==> src/rtl/jtag_host.sv <==
// rtl/jtag_host.sv - JTAG 1149.1 host: command-driven TMS/TDI sequencer with TDO capture
// Walks one TAP through reset, IR/DR scans and run-idle while shadowing whether it sits in TLR or RTI.
module jtag_host #(
  parameter int DATA_W = 32,
  parameter int LEN_W  = 6
) (
  input  logic              tclk,
  input  logic              trst,
  input  logic              cmd_valid,
  output logic              cmd_ready,
  input  logic [1:0]        cmd_op,
  input  logic [LEN_W-1:0]  cmd_len,
  input  logic [DATA_W-1:0] cmd_data,
  output logic              rsp_valid,
  input  logic              rsp_ready,
  output logic [DATA_W-1:0] rsp_data,
  output logic              busy,
  output logic              tap_tms,
  output logic              tap_tdi,
  input  logic              tap_tdo
);

  localparam int               IDX_W    = (DATA_W > 1) ? $clog2(DATA_W) : 1;
  localparam logic [LEN_W-1:0] LEN_ONE  = LEN_W'(1);
  localparam logic [LEN_W-1:0] LEN_MAX  = LEN_W'(DATA_W);
  localparam logic [LEN_W-1:0] RST_LAST = LEN_W'(5);
  localparam logic [1:0]       OP_RESET = 2'd0;
  localparam logic [1:0]       OP_IR    = 2'd1;
  localparam logic [1:0]       OP_IDLE  = 2'd3;

  typedef enum logic [2:0] {
    H_IDLE,
    H_RESET,
    H_PRE,
    H_LEAD,
    H_SHIFT,
    H_TAIL,
    H_RUN
  } h_state_t;

  h_state_t          r_state, w_state_nxt;
  logic [LEN_W-1:0]  r_cnt, w_cnt_nxt;
  logic [1:0]        r_op, w_op_nxt;
  logic [LEN_W-1:0]  r_len, w_len_nxt;
  logic [DATA_W-1:0] r_data, w_data_nxt;
  logic              r_rti, w_rti_nxt;
  logic [DATA_W-1:0] r_cap;
  logic              r_rsp_valid;
  logic [DATA_W-1:0] r_rsp_data;
  logic              r_tms, r_tdi;
  logic              w_accept, w_done;
  logic              w_tms_nxt, w_tdi_nxt;
  logic [LEN_W-1:0]  w_len_clamp, w_lead_last;

  assign cmd_ready = (r_state == H_IDLE) && !r_rsp_valid;
  assign w_accept  = cmd_valid && cmd_ready;
  assign busy      = (r_state != H_IDLE);
  assign rsp_valid = r_rsp_valid;
  assign rsp_data  = r_rsp_data;
  assign tap_tms   = r_tms;
  assign tap_tdi   = r_tdi;

  assign w_len_clamp = (cmd_len == '0)     ? LEN_ONE :
                       (cmd_len > LEN_MAX) ? LEN_MAX : cmd_len;
  // IR path needs the extra Select-IR step, hence one more lead cycle.
  assign w_lead_last = (r_op == OP_IR) ? LEN_W'(3) : LEN_W'(2);

  always_comb begin
    w_state_nxt = r_state;
    w_cnt_nxt   = r_cnt;
    w_op_nxt    = r_op;
    w_len_nxt   = r_len;
    w_data_nxt  = r_data;
    w_rti_nxt   = r_rti;
    w_done      = 1'b0;
    case (r_state)
      H_IDLE: begin
        if (w_accept) begin
          w_op_nxt   = cmd_op;
          w_len_nxt  = w_len_clamp;
          w_data_nxt = cmd_data;
          w_cnt_nxt  = '0;
          if (cmd_op == OP_RESET)
            w_state_nxt = H_RESET;
          else if (!r_rti)
            w_state_nxt = H_PRE;
          else
            w_state_nxt = (cmd_op == OP_IDLE) ? H_RUN : H_LEAD;
        end
      end
      H_RESET: begin
        if (r_cnt == RST_LAST) begin
          w_state_nxt = H_IDLE;
          w_rti_nxt   = 1'b1;
        end else begin
          w_cnt_nxt = r_cnt + LEN_ONE;
        end
      end
      H_PRE: begin
        w_state_nxt = (r_op == OP_IDLE) ? H_RUN : H_LEAD;
        w_cnt_nxt   = '0;
        w_rti_nxt   = 1'b1;
      end
      H_LEAD: begin
        if (r_cnt == w_lead_last) begin
          w_state_nxt = H_SHIFT;
          w_cnt_nxt   = '0;
        end else begin
          w_cnt_nxt = r_cnt + LEN_ONE;
        end
      end
      H_SHIFT: begin
        if (r_cnt == r_len - LEN_ONE) begin
          w_state_nxt = H_TAIL;
          w_cnt_nxt   = '0;
        end else begin
          w_cnt_nxt = r_cnt + LEN_ONE;
        end
      end
      H_TAIL: begin
        if (r_cnt == LEN_ONE) begin
          w_state_nxt = H_IDLE;
          w_rti_nxt   = 1'b1;
          w_done      = 1'b1;
        end else begin
          w_cnt_nxt = r_cnt + LEN_ONE;
        end
      end
      H_RUN: begin
        if (r_cnt == r_len - LEN_ONE) begin
          w_state_nxt = H_IDLE;
          w_rti_nxt   = 1'b1;
        end else begin
          w_cnt_nxt = r_cnt + LEN_ONE;
        end
      end
      default: w_state_nxt = H_IDLE;
    endcase
  end

  // Pins are decoded from the next state so they change together with the FSM, one cycle ahead of the TAP edge.
  always_comb begin
    w_tms_nxt = 1'b0;
    w_tdi_nxt = 1'b0;
    case (w_state_nxt)
      H_IDLE:  w_tms_nxt = !w_rti_nxt;
      H_RESET: w_tms_nxt = (w_cnt_nxt != RST_LAST);
      H_LEAD:  w_tms_nxt = (w_op_nxt == OP_IR) ? (w_cnt_nxt < LEN_W'(2)) : (w_cnt_nxt == '0);
      H_SHIFT: begin
        w_tms_nxt = (w_cnt_nxt == w_len_nxt - LEN_ONE);
        w_tdi_nxt = w_data_nxt[w_cnt_nxt[IDX_W-1:0]];
      end
      H_TAIL:  w_tms_nxt = (w_cnt_nxt == '0);
      default: ;
    endcase
  end

  always_ff @(posedge tclk or negedge trst) begin
    if (!trst) begin
      r_state     <= H_IDLE;
      r_cnt       <= '0;
      r_op        <= OP_RESET;
      r_len       <= LEN_ONE;
      r_data      <= '0;
      r_rti       <= 1'b0;
      r_cap       <= '0;
      r_rsp_valid <= 1'b0;
      r_rsp_data  <= '0;
      r_tms       <= 1'b1;
      r_tdi       <= 1'b0;
    end else begin
      r_state <= w_state_nxt;
      r_cnt   <= w_cnt_nxt;
      r_op    <= w_op_nxt;
      r_len   <= w_len_nxt;
      r_data  <= w_data_nxt;
      r_rti   <= w_rti_nxt;
      r_tms   <= w_tms_nxt;
      r_tdi   <= w_tdi_nxt;
      // The TAP shifts on the same edge that ends our shift cycle, so TDO here is bit r_cnt.
      if (w_accept)
        r_cap <= '0;
      else if (r_state == H_SHIFT)
        r_cap[r_cnt[IDX_W-1:0]] <= tap_tdo;
      if (w_done) begin
        r_rsp_valid <= 1'b1;
        r_rsp_data  <= r_cap;
      end else if (r_rsp_valid && rsp_ready) begin
        r_rsp_valid <= 1'b0;
      end
    end
  end

endmodule

==> config.mk <==
export PLATFORM = sky130hd
export DESIGN_NAME = jtag_host
export DESIGN_NICKNAME = d
export VERILOG_FILES = /design/src/rtl/jtag_host.sv
export SDC_FILE = /design/constraint.sdc
export NUM_CORES = 1
export LEC_CHECK = 0
export ABC_AREA = 0
export BUFFER_PORTS_ARGS = -buffer_cell sky130_fd_sc_hd__buf_2
export CAP_MARGIN = 20
export CORE_UTILIZATION = 60
export CTS_BUF_LIST = sky130_fd_sc_hd__clkbuf_2
export DETAILED_ROUTE_END_ITERATION = 16
export PLACE_DENSITY = 0.95
export RECOVER_POWER = 50
export SYNTH_ARGS = -nofsm -noshare
export SYNTH_HDL_FRONTEND = slang
export SYNTH_SLANG_ARGS = --single-unit
==> constraint.sdc <==
create_clock -name tclk -period 4.7 [get_ports tclk]
set_input_delay 0.705 -clock tclk [delete_from_list [all_inputs] [get_ports tclk]]
set_output_delay 0.705 -clock tclk [all_outputs]
set_load 0.01 [all_outputs]
# Word-level counts from Yosys, hierarchy flattened
# Cells that the tools add are included.
# word_totals
ff_bits	117
elab_cells	98
out_inout_bits	37
# op_classes
order_cmp	5
n_addsub	3
n_reduce_logical	14
eq_ne	20
n_mux	45
# op_table
op	n
$mux W32	4
$mux W6	10
$pmux W6 S7	1
$bwmux W32	1
$mux W3	10
$pmux W3 S7	1
$eq A3 B3 Y1 const B	5
$eq A6 B6 Y1	2
$logic_not A6 Y1	2
$lt A5 B6 Y1 const B	2
$mux W1	12
$sub A6 B1 Y6 const B	2
$eq A3 B2 Y1 const B	3
$add A6 B1 Y6 const B	1
$eq A3 B1 Y1 const B	2
$eq A6 B1 Y1 const B	1
$eq A6 B2 Y1	1
$eq A6 B3 Y1 const B	1
$gt A6 B6 Y1 const B	1
$logic_not A3 Y1	2
$lt A6 B2 Y1 const B	1
$ne A6 B3 Y1 const B	1
$bmux W1 S5	1
$demux W1 S5	1
11 further kinds	19

# Logic depth before layout (Yosys ltp)
# Gate-level depths: netlist (run 1).
# logic_depth
word_depth	8
mapped_depth	19
depth_no_buf	18

# Least setup slack after synthesis (run 1)
# OpenSTA, ideal clock, no wires.
# synth_timing
path_kind	reg2reg
startpoint	reg r_len[0]
endpoint	reg r_tdi, in the netlist tap_tdi
arrival_time_ns	3.572
required_ns	4.622
period_less_slack_ns	3.650
path_buffers	1
stages_incl_launch_ff	20
setup_slack_ns	1.050
path_cell_list	dfstp_2 > inv_1 > ha_1 > xor2_1 > o211ai_1 > a211oi_2 > and3_1 > inv_1 > ha_1 > inv_1 > mux2i_1 > or3_1 > o211a_1 > inv_1 > clkbuf_1 > nor2_1 > o21ai_0 > a21boi_0 > nor4_1 > o2bb2ai_1
# synth_between
elab_chain_len	7
# synth_rtl
element	line_no	rtl
from (decl)	44	logic [LEN_W-1:0] r_len, w_len_nxt;
from (signal assigned)	175	r_len <= w_len_nxt;
$sub A6 B1 Y6 *	113, 130	
$eq A6 B6 Y1 *	113, 130	
$mux W6, on equally long branches	130, 113	
$pmux W6 S7 *	76	case (r_state)
via w_cnt_nxt[0]	42	logic [LEN_W-1:0] r_cnt, w_cnt_nxt;
$bmux W1 S5 *	151	w_tdi_nxt = w_data_nxt[w_cnt_nxt[IDX_W-1:0]];
$mux W1 (implied by the code) *	151	
$mux W1 *	145	case (w_state_nxt)
via w_tdi_nxt	52	logic w_tms_nxt, w_tdi_nxt;
to (signal assigned)	179	r_tdi <= w_tdi_nxt;
to (decl)	50	logic r_tms, r_tdi;
# Mark *: on every way through the listed nets, which the timed path passes. The rest lies on a longest branch. The select of a mux whose other input is x is not followed.
# A chain may end at the register's enable or synchronous reset.

# Final worst setup path (run 1)
# layout_timing
startpoint	reg r_len[0]
endpoint	reg r_tdi, in the netlist tap_tdi
# layout_between
elab_chain_len	7
# layout_rtl
element	line_no
$sub A6 B1 Y6 *	113, 130
$eq A6 B6 Y1 *	113, 130
$mux W6, on equally long branches	130, 113
$pmux W6 S7	76
$bmux W1 S5	151
$mux W1 (implied by the code)	151
$mux W1 *	145
via w_tdi_nxt	52
# Marked as above.

==> results of run 1 <==
layout make-up:
type	count	area, um^2	area share, %
clock buffer	18	90.1	1.34
clock inverter	13	158	2.35
inverter	24	90.1	1.34
multi-input combinational	549	2830	42.2
sequential	117	2930	43.7
tap	133	166	2.48
timing repair buffer	89	437	6.52
stage by stage:
stage / setup slack (ps) / util [%] / total power, mW / hold WS (ps) / cell area, um^2
final: 488 / 68.9 / 3.99 / 215 / 6700
after global routing: 179 / 68.9 / 4.30 / 142 / 6700
after CTS: 510 / 69.2 / 3.99 / 188 / 6730
after detailed placement: 517 / 66.6 / 3.31 / 453 / 6480
after global placement: 699 / 66.6 / 3.23 / 443 / 6480
after floorplan: 1050 / - / 2.84 / 409 / 5990
placed cells by master (no fill, tap or decap), drive strengths merged, types with 4 or more instances in the layout:
cell type,n
nor2b,6
nand2b,5
clkinv,5
nor2,63
and2,4
buf,67
or3,9
clkbuf,39
mux2i,13
nor4,4
o211ai,4
xnor2,14
nand4,5
o21ai,35
a211o,5
and3,8
nor3,10
inv,25
ha,7
nor3b,5
nand2,254
nand3,14
clkinvlp,4
a21oi,39
dfrtp,115
metal layers:
metal	part of all wire [%]	up-vias	track usage [%]
li1	-	2543	-
met1	42	2522	33.7
met2	50	206	48.5
met3	5.4	38	6.16
met4	2.9	0	12.6
met5	0	-	0
critical path, cell delays in order (launching register included):
cell	delay (ps)
dfstp_2	590
inv_1	50
ha_1	310
xor2_1	160
o211ai_1	130
a211oi_2	360
and3_1	300
inv_1	70
ha_1	270
inv_1	50
mux2i_1	50
or3_1	320
o211a_1	280
inv_1	350
mux4_2	350
or3_1	320
nand4_1	100
o2bb2ai_1	60
flip-flops by register name (all words and copies together), names as in the netlist, 2 cells and up:
register / count
r_cnt: 6
r_data: 32
r_op: 2
r_len: 6
r_state: 3
r_cap: 32
rsp_data: 32
worst min path at each step:
stage                          startpoint                        to  slack (ps)  cells after the start
floorplan                            trst      r_cap[0]$_DFFE_PN0P_         410                      0
global placement    r_cap[20]$_DFFE_PN0P_  rsp_data[20]$_DFFE_PN0P_         440                      2
detailed placement  r_cap[23]$_DFFE_PN0P_  rsp_data[23]$_DFFE_PN0P_         450                      2
CTS                             rsp_ready     rsp_valid$_DFFE_PN0P_         190                      2
global route                    rsp_ready     rsp_valid$_DFFE_PN0P_         140                      2
finish                          rsp_ready     rsp_valid$_DFFE_PN0P_         220                      2
kinds of logic after synthesis:
family                     Yosys count  synth area share, %
AOI/OAI and AO/OA                  111                 11.6
xor gates and xnor gates            17                 2.48
adders and majority gates            7                 1.46
buffers and inverters               60                 4.05
DFF                                117                 48.9
muxes                               15                 2.73
and+or+nand+nor                    399                 28.7
what timing repair did:
action / in CTS / in global routing
hold endpoints to repair: 31 / 0
buffers inserted: 0 / 0
hold buffers: 1 / 0
where the power goes:
part | switching, mW | total (mW) | internal [mW]
Combinational | 1.08 | 1.78 | 0.698
Clock | 0.390 | 0.683 | 0.293
Sequential | 0.218 | 1.52 | 1.30
Total | 1.69 | 3.99 | 2.30
==> results.md, run 1 <==
- Failing checks: max-capacitance violations, max-slew violations
- DRT Pass-1 Iters: 5
- Slew HR: -48.6%
- Post_cts resized: 0
- Synth cell types: 63
- DR DRC count: 0
- Syn Area/Cell: 8.26 um^2
- Required time worst endpoint: 5240 ps
- Syn Nets: 778
- Core region area: 9730 um^2
- Crit path arrival time: 4750 ps
- Cells after Synth: 726
- Crit path max fanout: 14
- Clock Sinks: 117
- Final hold vios: 0
- Max_cap viols: 3
- Worst Setup SP: r_len[0]$_DFF_PN1_
- Max Clock Freq: 237 MHz
- Worst flop-to-flop path endpoint: tap_tdi$_DFF_PN0_
- CP Class: reg -> reg
- Clk buf depth: 2
- Synth cell count leaders: nand2_1, dfrtp_1, nor2_1
- Initial core utilization: 61.6%
- CTS Buf Count: 17
- Vias per cell: 5.63
- Final wirelength: 13.5 mm
- Ports: 82
- Flop and latch count out of synthesis: 117
- Tmin final: 4210 ps
- Period utilization: 89.6%
- EDFF count, synth: 0
- Clock Skews: 24.9 ps
- CTS tree: done
- Ys Warns: 0
- Reg2reg setup slack: 490 ps
- Total Nets Final: 850
- Top-count cell post-synth: nand2_1
- Via count: 5309
- Hold Path Class: in -> reg
- GRT Total Usage: 28.0%
- Post-synthesis cell area: 5990 um^2
- Post-synth top area cell: dfrtp_1
- Starting DRT DRC Count: 364
- Post-DRT Antenna Nets: 0
- Fin Setup TNS: 0 ps
- Row Count: 36
- # placed instances: 911
- Wire length per cell: 14.3 um
- Status: finished with violations
- I/O Buffers: 81
- Max Slew Vio Count: 122
- Slew @ Worst Pin: 2230 ps
- Non-Filler Instances: 943
- Finish-stage setup viols: 0
- Crit. End Element: register
- Synth top area share: 48.0%
- Largest net degree at the start of global routing: 44
- Worst R2R Start: r_len[0]$_DFF_PN1_
- Crit path launch type: register
- Top cells by area, synth: dfrtp_1, nand2_1, nor2_1
- RD Place Congestion: 0.941
- Layout cells sized above 1: 14.1%
- Fill cell count: 785
- Worst skew pair latency: 640 ps
- Register area share after synthesis: 48.9%
- Static leakage: 3.47 nW
- Root Driver: clkbuf_2
- Antenna Cells: 0
- Synth async-reset ratio: 100%
- First-pass GRT wire length: 22.6 mm
- Path depth of the worst reg2reg path: 17
- RSZ-0062 raised after global routing: false
- Power Density: 595 nW/um^2
- Post-DP HPWL: 9.26 mm
- Antenna violations before repair: 0
- Critical path destination: tap_tdi$_DFF_PN0_
- Peak supply drop: 0.000382 V
- Number of global-route vias before repair: 5022
- Area Growth Syn to Fin: 11.8%
- Synth Flop Type: dfrtp_1
- Die X: 102 um
- GRT overflow: 0
- Die Y: 102 um
- Die footprint: 10400 um^2
- Clk slew on worst S/H paths: 170 ps
- H-tree levels: 4
(Power assumes the default switching activity.)
==> run 2, diff against run 1 <==
ABC_AREA = 1   (was 0)
==> results.md, run 2 <==
- GRT Total Usage: 27.8% (-0.28 points)
- Sw power: 1.88 mW (+11%)
- H-tree levels: 4 (unchanged)
- GRT overflow: 0 (unchanged)
- Clk buf depth: 2 (unchanged)
- CTS tree: done
- Final hold vios: 0 (unchanged)
- Worst Hold Launch: rsp_ready
- Worst Setup SP: r_len[0]$_DFF_PN1_
- Max_cap viols: 2 (-1)
- Fill cell count: 791 (+0.76%)
- Antenna Cells: 0 (unchanged)
- Crit path arrival time: 4060 ps (-690 ps)
- Worst skew pair latency: 690 ps (+50 ps)
- Final wirelength: 13.7 mm (+1.7%)
- Status: finished with violations
- Clock power frac: 16.7% (-0.4 points)
- Internal power: 2.24 mW (-2.2%)
- Hold depth: 2 (unchanged)
- Post_cts resized: 0 (unchanged)
- RSZ-0062 raised after global routing: false
- Tmin final: 3490 ps (-721 ps)
- Largest net degree at the start of global routing: 70 (+59%)
- Starting DRT DRC Count: 330 (-9.3%)
- Crit. End Element: register
- Path depth of the worst reg2reg path: 19 (+2)
- Initial core utilization: 62.2% (+0.60 points)
- Reg2reg setup slack: 1210 ps (+720 ps)
- Wire length per cell: 14.7 um (+2.6%)
- Syn Nets: 763 (-1.9%)
- I/O Buffers: 81 (unchanged)
- Max Clock Freq: 286 MHz (+21%)
- Post-DP HPWL: 9.82 mm (+6.0%)
- CTS Buf Count: 17 (unchanged)
- Max Slew Vio Count: 108 (-11%)
- # placed instances: 902 (-0.99%)
- Die Y: 103 um (+1.2%)
- Non-Filler Instances: 935 (-0.85%)
- Die X: 103 um (+1.2%)
- Ports: 82 (unchanged)
- Crit path max fanout: 30 (+16)
- Vias per cell: 5.58 (-0.95%)
- Synth Flop Type: dfrtp_1
- Row Count: 36 (unchanged)
- Cells after Synth: 711 (-2.1%)
- Clock Sinks: 117 (unchanged)
- Syn Area/Cell: 8.63 um^2 (+4.5%)
- Top cells by area, synth: dfrtp_1, nand2_1, mux2_2
- Hold Path Class: in -> reg
- Static leakage: 3.68 nW (+5.8%)
- Post-synth top area cell: dfrtp_1
- Top-count cell post-synth: nand2_1
- Required time worst endpoint: 5270 ps (+30 ps)
- DR DRC count: 0 (unchanged)
- Hold worst-path end: rsp_valid$_DFFE_PN0P_
- Area Growth Syn to Fin: 11.2%
- Finish-stage setup viols: 0 (unchanged)
- RD Place Congestion: 0.907 (-3.7%)
- Root Driver: clkbuf_2
- Worst flop-to-flop path endpoint: tap_tdi$_DFF_PN0_
- Commonest cells after routing, fill and taps aside: nand2_1, dfrtp_1, buf_2, inv_1, nor2_1
- First-pass GRT wire length: 22.4 mm (-0.55%)
- Slew @ Worst Pin: 1840 ps (-393 ps)
- Synth cell types: 42 (-33%)
- Ys Warns: 0 (unchanged)
- Peak supply drop: 0.000468 V (+23%)
- Die footprint: 10600 um^2 (+2.3%)
- Crit path launch type: register
- Post-synthesis cell area: 6140 um^2 (+2.4%)
- Layout cells sized above 1: 24.9% (+11 points)
- Net Sw Frac: 45.6% (+3.1 points)
- Clk slew on worst S/H paths: 180 ps (about the same)
- Failing checks: max-capacitance violations, max-slew violations
- Comb power frac: 49.1% (+4.4 points)
- Worst R2R Start: r_len[0]$_DFF_PN1_
- EDFF count, synth: 0 (unchanged)
- CP Class: reg -> reg
- Power Density: 604 nW/um^2 (+1.5%)
- Post-DRT Antenna Nets: 0 (unchanged)
- Synth cell count leaders: nand2_1, dfrtp_1, inv_1
- Antenna violations before repair: 0 (unchanged)
- Slew HR: -22.4% (+26 points)
- Via count: 5214 (-1.8%)
- Total Nets Final: 841 (-1.1%)
- Register area share after synthesis: 47.7% (-1.1 points)
- Sequential share of power: 34.2% (-4.0 points)
- Fin Setup TNS: 0 ps (unchanged)
- Flop and latch count out of synthesis: 117 (unchanged)
- Synth top area share: 46.9% (-1.1 points)
- Clock Skews: 35.8 ps (+10.9 ps)
- Number of global-route vias before repair: 4979 (-0.86%)
- Leading cell type in the layout, fill and taps excluded: nand2_1
- Period utilization: 74.3% (-15 points)
- Core region area: 9860 um^2 (+1.4%)
- DRT Pass-1 Iters: 5 (unchanged)
- Synth async-reset ratio: 100% (unchanged)
-- run 2: cell types whose count changed after synthesis, moves of 8 or more --
cell      before  now
clkbuf_1      23    9
xnor2_1       14    4
nor2_1        63   43
or2_2          2   19
nand3_1       14   39
mux2_2         0   32
inv_1         22   76
or3_1          9    0
a311oi_1       0   27
mux2i_1       13    1
nand2_1      254  163
and3_1         8    0
o21ai_0       34   44
-- run 2: critical path: stages, from the launching register on --
cell     delay, ps
dfstp_2        590
inv_2           60
ha_1           300
xnor2_1        140
nor2_2         100
nand2_1         60
nor2_1         130
nand3_2        130
ha_1           300
nor2_1          40
a21oi_2        260
nand3_2        440
o21ai_0        350
inv_1           70
nand2_1         70
nand3_1         60
nand2_1         70
nand2_1         40
a21oi_1        130
nor2_1          60
-- run 2: cell type report --
class / instances / area (um^2) / area share, %
clock buffers: 17 / 85.1 / 1.25
clock inverters: 15 / 170 / 2.49
inverters: 84 / 315 / 4.62
multi-input cells: 483 / 2720 / 39.8
flip-flops and latches: 117 / 2930 / 42.9
well taps: 133 / 166 / 2.44
repair buffers: 86 / 438 / 6.42
-- run 2: logic make-up (layout without fill, tap and decap cells) --
logic type / count (synthesis) / in the layout / share of synthesized area [%]
compound gates: 126 / 126 / 12.5
xor+xnor: 12 / 12 / 1.83
fa+ha+maj: 7 / 7 / 1.43
buf+inv: 111 / 202 / 7.69
flops: 117 / 117 / 47.7
mux: 33 / 33 / 6.03
simple gates: 305 / 305 / 22.8
-- run 2: per-stage QoR --
stage	setup WS (ps)	utilization, %	total power [mW]	instance area, um^2	hold slack [ps]
after floorplan	1820	-	3.04	6140	409
after global routing	797	69.2	4.47	6820	192
final	1210	69.2	4.12	6820	208
after global placement	1430	66.8	3.35	6590	458
after CTS	1250	69.4	4.13	6850	170
after detailed placement	1310	66.8	3.43	6590	463
-- run 2: repair_timing --
| action | in CTS | in global routing |
|---|---|---|
| buffers inserted | 0 | 0 |
| hold buffers | 1 | 0 |
| hold endpoints to repair | 11 | 0 |
-- run 2: power by group through the flow --
| stage | clock network, mW | logic, mW | registers (mW) |
|---|---|---|---|
| floorplan | 0 | 1.62 | 1.41 |
| global placement | 0 | 1.93 | 1.42 |
| detailed placement | 0 | 1.99 | 1.44 |
| CTS | 0.698 | 2.01 | 1.42 |
| global route | 0.740 | 2.29 | 1.44 |
| finish | 0.687 | 2.02 | 1.41 |
-- run 2: how the worst max path moves through the flow --
stage | endpoint | slack [ps] | cells past startpoint
after floorplan | tap_tdi$_DFF_PN0_ | 1820 | 20
after global placement | tap_tdi$_DFF_PN0_ | 1430 | 19
after detailed placement | tap_tdi$_DFF_PN0_ | 1310 | 19
after CTS | tap_tdi$_DFF_PN0_ | 1250 | 19
after global routing | tap_tdi$_DFF_PN0_ | 800 | 19
final | tap_tdi$_DFF_PN0_ | 1210 | 19
-- run 2: routing by layer --
layer / vias up / global-route usage, % / wire length [um]
met5: - / 0 / 0
met4: 0 / 14.4 / 406
met3: 44 / 6.24 / 814
met2: 216 / 48.4 / 6930
met1: 2439 / 32.1 / 5590
li1: 2515 / - / -
==> run 3, diff against run 2 <==
clock period = 3.35 ns   (was 4.7 ns; I/O delays follow)
==> results.md, run 3 (synthesized netlist as in run 2, its figures left out) <==
- Core region area: 9860 um^2 (unchanged)
- Period utilization: 93.0% (+19 points)
- I/O Buffers: 81 (unchanged)
- Place WS: 53.7 ps (-1260 ps)
- Setup slack after layout: 235 ps (-974 ps)
- Tmin final: 3120 ps (-376 ps)
- CTS Buf Count: 17 (unchanged)
- Power Density: 839 nW/um^2 (+39%)
- Post-Layout Inst Area: 6860 um^2 (+0.50%)
- Worst skew pair latency: 670 ps (-20 ps)
- Commonest cells after routing, fill and taps aside: nand2_1, dfrtp_1, inv_1, buf_2, nor2_1
- Root Driver: clkbuf_2
- Crit path arrival time: 3680 ps (-380 ps)
- Status: finished with violations
- Antenna Cells: 0 (unchanged)
- Required time worst endpoint: 3910 ps (-1360 ps)
- Ports: 82 (unchanged)
- Total Nets Final: 848 (+0.83%)
- Crit. End Element: register
- Max Clock Freq: 321 MHz (+12%)
- Largest net degree at the start of global routing: 118 (+69%)
- Peak supply drop: 0.000612 V (+31%)
- Final wirelength: 13.8 mm (+0.17%)
- Post-DP HPWL: 9.51 mm (-3.1%)
- Max_cap viols: 1 (-1)
- Die footprint: 10600 um^2 (unchanged)
- WHS: 65.8 ps (-142 ps)
- Number of global-route vias before repair: 4854 (-2.5%)
- Slew HR: -65.7% (-43 points)
- CTS tree: done
- First-pass GRT wire length: 22.4 mm (about the same)
- Clock Skews: 31.6 ps (-4.23 ps)
- Placed inst area: 6630 um^2 (+0.65%)
- DR DRC count: 0 (unchanged)
- Static leakage: 3.67 nW (-0.12%)
- CP Class: reg -> reg
- Clk buf depth: 2 (unchanged)
- Clock Sinks: 117 (unchanged)
- Initial core utilization: 62.2% (unchanged)
- Post-DRT Antenna Nets: 0 (unchanged)
- Crit path launch type: register
- Die X: 103 um (unchanged)
- Starting DRT DRC Count: 320 (-3.0%)
- Max Slew Vio Count: 118 (+9.3%)
- Crit path max fanout: 15 (-50%)
- Antenna violations before repair: 0 (unchanged)
- Slew @ Worst Pin: 2480 ps (+649 ps)
- Failing checks: max-capacitance violations, max-slew violations
- H-tree levels: 4 (unchanged)
- Layout cells sized above 1: 24.5% (-0.46 points)
- Wire length per cell: 14.6 um (-0.57%)
- Finish-stage setup viols: 0 (unchanged)
- DRT Pass-1 Iters: 5 (unchanged)
- Vias per cell: 5.55 (-0.51%)
- Via count: 5226 (+0.23%)
- Hold Path Class: in -> reg
- Fin Setup TNS: 0 ps (unchanged)
- Row Count: 36 (unchanged)
- RD Place Congestion: 0.905 (-0.18%)
- Area Growth Syn to Fin: 11.7%
- GRT Total Usage: 27.8% (+0.033 points)
- Final hold vios: 0 (unchanged)
- Leading cell type in the layout, fill and taps excluded: nand2_1
- # placed instances: 906 (+0.44%)
- Die Y: 103 um (unchanged)
- Non-Filler Instances: 942 (+0.75%)
- GRT overflow: 0 (unchanged)
- Clk slew on worst S/H paths: 180 ps (about the same)
run 3: stage by stage:
| stage | util, % | total power, mW |
|---|---|---|
| floorplan | - | 4.26 |
| global placement | 67.2 | 4.73 |
| detailed placement | 67.2 | 4.83 |
| CTS | 69.6 | 5.70 |
| global route | 69.5 | 6.27 |
| finish | 69.5 | 5.75 |
run 3: path summary, 6_finish.rpt:
check	startpoint	end	slack (ps)	cells past startpoint
hold / removal	cmd_data[26]	r_data[26]$_DFF_PN0_	70	3
setup reg to reg	r_len[0]$_DFF_PN1_	tap_tdi$_DFF_PN0_	230	19
min in group asynchronous	trst	rsp_data[5]$_DFFE_PN0P_	1230	3
setup / recovery	r_len[0]$_DFF_PN1_	tap_tdi$_DFF_PN0_	230	19
hold reg to reg	r_cap[7]$_DFFE_PN0P_	rsp_data[7]$_DFFE_PN0P_	490	1
max in group asynchronous	trst	r_len[3]$_DFF_PN0_	630	3
run 3: critical path: stages (launching register included):
cell     delay [ps]
dfstp_2         580
inv_2            50
ha_1            300
xnor2_1         140
nor2_2          110
nand2_1          60
nor2_1          130
nand3_2         130
ha_1            300
nor2_1           50
a21oi_2         210
nand3_4         200
o21ai_0         250
nand3_1         120
nand2_1          70
nand2_1          40
nand2_1          60
nand2_1          50
a21oi_1         130
nor2_1           60
run 3: power by group:
group	total (mW)	leakage, nW	switching [mW]	internal (mW)
Combinational	2.92	2.02	1.88	1.04
Clock	0.858	0.135	0.584	0.273
Sequential	1.97	1.52	0.193	1.78
Total	5.75	3.67	2.66	3.10
run 3: timing repair:
action | in CTS | in global routing
gates resized for setup | 0 | 2
setup endpoints to repair | 0 | 2
buffers inserted | 0 | 1
endpoints found under the hold margin | 116 | 0
hold buffers | 2 | 0
run 3: metal layers:
metal / up-vias / global-route usage (%) / part of all wire, %
met5: - / 0 / 0
met4: 0 / 9.86 / 2.0
met3: 30 / 6.58 / 5.8
met2: 193 / 47.8 / 51
met1: 2467 / 34.3 / 42
li1: 2536 / - / -
run 3: cell type report:
| type | instances | area (um^2) |
|---|---|---|
| clock buffers | 17 | 85.1 |
| multi-input cells | 484 | 2750 |
| well taps | 133 | 166 |
| clock inverters | 15 | 133 |
| inverters | 84 | 315 |
| repair buffers | 92 | 482 |
| flip-flops and latches | 117 | 2930 |
| fillers | 787 | 3010 |
